## config.mk

```make
export PLATFORM = sky130hd
export DESIGN_NAME = regfile_wb_queue
export DESIGN_NICKNAME = d
export VERILOG_FILES = /design/src/rtl/regfile_wb_queue_pkg.sv /design/src/rtl/regfile_wb_queue_wb_match_scan.sv /design/src/rtl/regfile_wb_queue.sv
export SDC_FILE = /design/constraint.sdc
export NUM_CORES = 1
export LEC_CHECK = 0
export ABC_AREA = 1
export CELL_PAD_IN_SITES_DETAIL_PLACEMENT = 0
export CELL_PAD_IN_SITES_GLOBAL_PLACEMENT = 2
export CORE_AREA = 2 2 158 160
export DETAILED_ROUTE_END_ITERATION = 16
export DIE_AREA = 0 0 160 162
export PLACE_DENSITY_LB_ADDON = 0.1
export SYNTH_ARGS = -nofsm -noshare
export SYNTH_HDL_FRONTEND = slang
export SYNTH_SLANG_ARGS = --single-unit
```

## constraint.sdc

```tcl
create_clock -name clk -period 4.65 [get_ports clk]
set_input_delay 1.1625 -clock clk [delete_from_list [all_inputs] [get_ports clk]]
set_output_delay 1.1625 -clock clk [all_outputs]
set_load 0.03 [all_outputs]
```

## src/rtl/regfile_wb_queue_pkg.sv

```systemverilog
// regfile_wb_queue_pkg: shared types for the writeback queue.
// REGFILE_WB_FWD_EN (in the top) enables the decode bypass ports.
package regfile_wb_queue_pkg;
    localparam int WB_XLEN = 32;
    typedef logic [4:0] reg_idx_t;
    typedef struct packed {
        reg_idx_t           rd;
        logic [WB_XLEN-1:0] data;
    } wb_entry_t;
endpackage

```

## src/rtl/regfile_wb_queue_wb_match_scan.sv

```systemverilog
// wb_match_scan: finds the youngest valid queue entry whose rd equals rs.
// The scan walks back from tail-1 toward head; rs==0 never matches.
module wb_match_scan
    import regfile_wb_queue_pkg::*;
#(
    parameter  int DEPTH = 4,
    localparam int AW    = $clog2(DEPTH)
) (
    input  reg_idx_t      rs,
    input  logic [AW-1:0] tail,
    input  logic [AW:0]   count,
    input  reg_idx_t      rd [DEPTH],
    output logic          hit,
    output logic [AW-1:0] idx
);
    always_comb begin
        hit = 1'b0;
        idx = '0;
        // descending loop so the youngest match (i==0) is assigned last
        for (int i = DEPTH - 1; i >= 0; i--) begin
            if (rs != '0 && (AW+1)'(i) < count && rd[tail - AW'(i + 1)] == rs) begin
                hit = 1'b1;
                idx = tail - AW'(i + 1);
            end
        end
    end
endmodule

```

## src/rtl/regfile_wb_queue.sv

```systemverilog
// regfile_wb_queue: in-order writeback queue feeding the register file write port.
// Define REGFILE_WB_FWD_EN to add rsN_fwd_hit / rsN_fwd_data bypass outputs.
module regfile_wb_queue
    import regfile_wb_queue_pkg::*;
#(
    parameter int DEPTH = 4,
    parameter int XLEN  = WB_XLEN
) (
    input  logic            clk,
    input  logic            rst_n,
    input  logic            alu_valid,
    output logic            alu_ready,
    input  reg_idx_t        alu_rd,
    input  logic [XLEN-1:0] alu_data,
    input  logic            lsu_valid,
    output logic            lsu_ready,
    input  reg_idx_t        lsu_rd,
    input  logic [XLEN-1:0] lsu_data,
    input  logic            wb_stall,
    output logic            wb_we,
    output reg_idx_t        wb_rd,
    output logic [XLEN-1:0] wb_wdata,
    input  reg_idx_t        rs1,
    input  reg_idx_t        rs2,
    output logic            rs1_busy,
    output logic            rs2_busy,
`ifdef REGFILE_WB_FWD_EN
    output logic            rs1_fwd_hit,
    output logic            rs2_fwd_hit,
    output logic [XLEN-1:0] rs1_fwd_data,
    output logic [XLEN-1:0] rs2_fwd_data,
`endif
    output logic            full,
    output logic            empty
);
    localparam int AW = $clog2(DEPTH);

    typedef struct packed {
        reg_idx_t        rd;
        logic [XLEN-1:0] data;
    } entry_t;

    entry_t        ent_q [DEPTH];
    entry_t        push_e;
    reg_idx_t      rd_arr [DEPTH];
    logic [AW-1:0] head_q, head_d, tail_q, tail_d, idx1, idx2;
    logic [AW:0]   count_q, count_d;
    logic          q_full, q_empty, push, hit1, hit2;

    assign q_full    = count_q == (AW+1)'(DEPTH);
    assign q_empty   = count_q == '0;
    assign alu_ready = rst_n && !q_full;
    assign lsu_ready = rst_n && !q_full && !alu_valid;
    assign full      = rst_n && q_full;
    assign empty     = !rst_n || q_empty;
    assign push_e    = alu_valid ? {alu_rd, alu_data} : {lsu_rd, lsu_data};
    // rd==0 handshakes complete but are dropped here
    assign push      = ((alu_valid && alu_ready) || (lsu_valid && lsu_ready)) && push_e.rd != '0;
    assign wb_we     = rst_n && !q_empty && !wb_stall;
    assign wb_rd     = ent_q[head_q].rd;
    assign wb_wdata  = ent_q[head_q].data;

    always_comb begin
        head_d  = wb_we ? head_q + AW'(1) : head_q;
        tail_d  = push ? tail_q + AW'(1) : tail_q;
        count_d = count_q + (AW+1)'(push) - (AW+1)'(wb_we);
        for (int i = 0; i < DEPTH; i++) rd_arr[i] = ent_q[i].rd;
    end

    always_ff @(posedge clk) begin
        if (!rst_n) begin
            head_q  <= '0;
            tail_q  <= '0;
            count_q <= '0;
        end else begin
            head_q  <= head_d;
            tail_q  <= tail_d;
            count_q <= count_d;
        end
    end

    always_ff @(posedge clk) begin
        if (push) ent_q[tail_q] <= push_e;
    end

    wb_match_scan #(.DEPTH(DEPTH)) u_scan1 (
        .rs(rs1), .tail(tail_q), .count(count_q), .rd(rd_arr), .hit(hit1), .idx(idx1)
    );
    wb_match_scan #(.DEPTH(DEPTH)) u_scan2 (
        .rs(rs2), .tail(tail_q), .count(count_q), .rd(rd_arr), .hit(hit2), .idx(idx2)
    );

    assign rs1_busy = rst_n && hit1;
    assign rs2_busy = rst_n && hit2;

`ifdef REGFILE_WB_FWD_EN
    assign rs1_fwd_hit  = rs1_busy;
    assign rs2_fwd_hit  = rs2_busy;
    assign rs1_fwd_data = rs1_busy ? ent_q[idx1].data : '0;
    assign rs2_fwd_data = rs2_busy ? ent_q[idx2].data : '0;
`else
    logic unused_idx;
    assign unused_idx = ^{idx1, idx2};
`endif
endmodule

```

==> impl_results.md <==
- Status: finished clean
- CORE AREA: 24110 um^2
- Max-slew headroom: 46.65%
- Flop pwr share: 37.2%
- Post-cts resize count: 0
- Leak: 3.977 nW
- Crit path max fanout: 8
- Initial antenna violation count: 0
- Die W: 160 um
- Hold Crit Start: head_q[1]
- Post-placement cell area: 9359 um^2
- Max stage delay on crit path: 0.72 ns
- Switching Share: 34.15%
- Layout area overhead: 30.37%
- Clock Sinks: 157
- Pin count of the biggest net entering global routing: 75
- Per-cell routed wire length: 17.44 um
- Post-route cell area: 9986 um^2
- Crit share post-route: 87.80%
- PortBufs: 132
- CP Class: in -> out
- R2R Path Start: count_q[0]
- Post-route non-filler standard cell count: 1310
- Critical Path Sink Type: output port
- Worst vdd ir: 0.2331 mV
- Via Count: 6241
- Yosys reg bits: 157
- Worst-Skew Late Latency: 0.42 ns
- Area of the die: 25920 um^2
- Max-cap violations: 0
- R2r endpoint: count_q[2]
- Switching Power: 1.574 mW
- Worst path required time: 3.49 ns
- Hold Path End: head_q[1]
- Cell Rows: 57
- Mapped Nets: 943
- Logic pwr share: 30.8%
- RSZ-0062 raised after global routing: no
- DR pass1 iterations: 4
- Initial Utilization: 31.78%
- Pwr per Cell Area: 461.5 nW/um^2
- Ports: 133
- Setup TNS: 0 ns
- CP delay by family, top: buffers and inverters
- CP dominant cell by count: clkdlybuf4s50_1
- Slew Limit Fails: 0
- Bufs on Longest Clock Path: 2
- Clock H-tree levels: 4
- Clk slew on worst S/H paths: 0.07 ns
- NumNets Final: 1071
- Critical path arrival: 2.92 ns
- Cell-internal power: 3.035 mW
- Diodes inserted: 0
- Critical-path top delay cell: clkdlybuf4s50_1
- Total gr overflow: 0
- Hold path depth: 1
- Final min period: 4.083 ns
- Post-CTS Setup Inserts: 0
- Post-synthesis sequential area ratio: 60.37%
- DR iter-0 viols: 320
- Syn Inst Count: 845
- Clock Skew: 0.009083 ns
- Routed Antenna Nets: 0
- Worst slack, placed: 0.5249 ns
- Global-route wire length before repair: 35570 um
- Layout cells sized above 1: 6.288%
- Final GP Congestion: 0.7935
- FF-to-FF setup slack: 1.93 ns
- Vias per inst: 4.764
- Residual DRC: 0
- Drt total wl: 22840 um
- Final Hold Slack: 0.5292 ns
- Endpoints failing hold: 0
- Cell Area, Synth: 7660 um^2
- Cts hold-fix bufs: 0
- DPL Wire Length: 16270 um
- HP Class: reg -> reg
- Least-Margin Pin Slew: 0.7978 ns
- Root Driver: clkbuf_16
- GRT Resource Usage Total: 18.08%
- Placed cells: 1278
- Setup violations, final: 0
- Clock Power Share: 31.9%
- Critical path cell sequence: clkdlybuf4s50_1 > nand2_1 > nor2_1 > clkdlybuf4s50_1
- Number of global-route vias before repair: 6306
- Die height: 162 um
- CTS tree: yes
- Fin worst setup slack: 0.5673 ns
- Synth Warn #: 0
- Crit path buffers/inverters: 2
- Synth unique cells: 22
- Critical path launch point type: input pin
- Fmax: 244.9 MHz
- Syn Area/Cell: 9.065 um^2
- Num CTS Buffers: 17
- Worst r2r path cells: 11
==> metal layers <==
metal	up-vias	global-route usage [%]	wire, um
li1	3136	-	-
met1	2950	21.78	9956
met2	131	33.33	11730
met3	24	2.758	731
met4	0	5.569	425
met5	-	0	0
==> area by class of cell <==
type | instances | area [um^2]
Inverter | 40 | 150.1
Fill cell | 2389 | 14120
Multi-Input combinational cell | 608 | 2725
Sequential cell | 157 | 4627
Clock inverter | 14 | 197.7
Tap cell | 324 | 405.4
Timing Repair Buffer | 149 | 1451
Clock buffer | 18 | 429.2
==> cells in the final DEF (no fill, tap or decap), types with 6 or more instances in the layout <==
master / instances
o22ai_1: 37
clkbuf_16: 17
o21ai_0: 77
clkdlybuf4s50_1: 129
dfxtp_1: 7
edfxtp_1: 148
ha_1: 8
nand2_1: 262
buf_4: 18
nand3_1: 84
inv_1: 36
nor2_1: 123
inv_6: 6
==> state kept, by name (all words and copies together), names as in the netlist, named ones only <==
register  flops
tail_q        2
ent_q       148
count_q       3
head_q        2
==> synth_stat cells <==
master | number | area share (%)
ha_1 | 8 | 1.3
edfxtp_1 | 148 | 58
o21ai_1 | 3 | 0.20
o211ai_2 | 1 | 0.16
xor2_1 | 1 | 0.11
dfxtp_1 | 9 | 2.4
buf_2 | 11 | 0.72
buf_6 | 2 | 0.29
or2_0 | 1 | 0.082
o22ai_1 | 37 | 3.0
nand3b_1 | 1 | 0.098
a21oi_1 | 4 | 0.26
nand2_1 | 262 | 13
inv_2 | 3 | 0.15
fa_1 | 1 | 0.26
inv_1 | 37 | 1.8
clkbuf_1 | 24 | 1.2
o21a_1 | 1 | 0.098
buf_4 | 3 | 0.29
o21ai_0 | 77 | 5.0
nor2_1 | 127 | 6.2
nand3_1 | 84 | 5.5
==> metrics by stage <==
stage | util (%) | total power [mW]
after floorplan | - | 2.607
after global placement | 38.82 | 3.184
after detailed placement | 38.82 | 3.187
after CTS | 41.43 | 4.664
after global routing | 41.43 | 4.859
final | 41.43 | 4.609
==> logic make-up (layout without fill, tap and decap cells) <==
| family | Yosys count | after routing | synth area share (%) |
|---|---|---|---|
| flip-flops | 157 | 157 | 60.37 |
| XOR/XNOR | 1 | 1 | 0.1144 |
| AND/OR/NAND/NOR | 475 | 475 | 24.73 |
| buffers and inverters | 80 | 221 | 4.443 |
| adder cells (fa/ha/maj) | 9 | 9 | 1.568 |
| AO/OA/AOI/OAI | 123 | 123 | 8.772 |
==> worst max path at each step <==
stage,depth (start not counted),slack [ns],to,from
4_1_cts,4,0.53,lsu_ready,rst_n
3_5_place_dp,4,0.52,lsu_ready,rst_n
3_3_place_gp,12,0.53,rs2_busy,rs2[4]
6_report,4,0.57,lsu_ready,rst_n
5_1_grt,12,0.40,rs2_busy,rs2[4]
2_1_floorplan,7,0.88,ent_q[0][0],alu_valid
==> power by group through the flow <==
stage	Sequential (mW)	Combinational, mW	Clock, mW
2_1_floorplan	1.74	0.870	0
3_3_place_gp	1.74	1.44	0
3_5_place_dp	1.75	1.44	0
4_1_cts	1.72	1.45	1.50
5_1_grt	1.72	1.57	1.56
6_report	1.71	1.42	1.47
No activity file was read; power rests on OpenSTA's default activity.
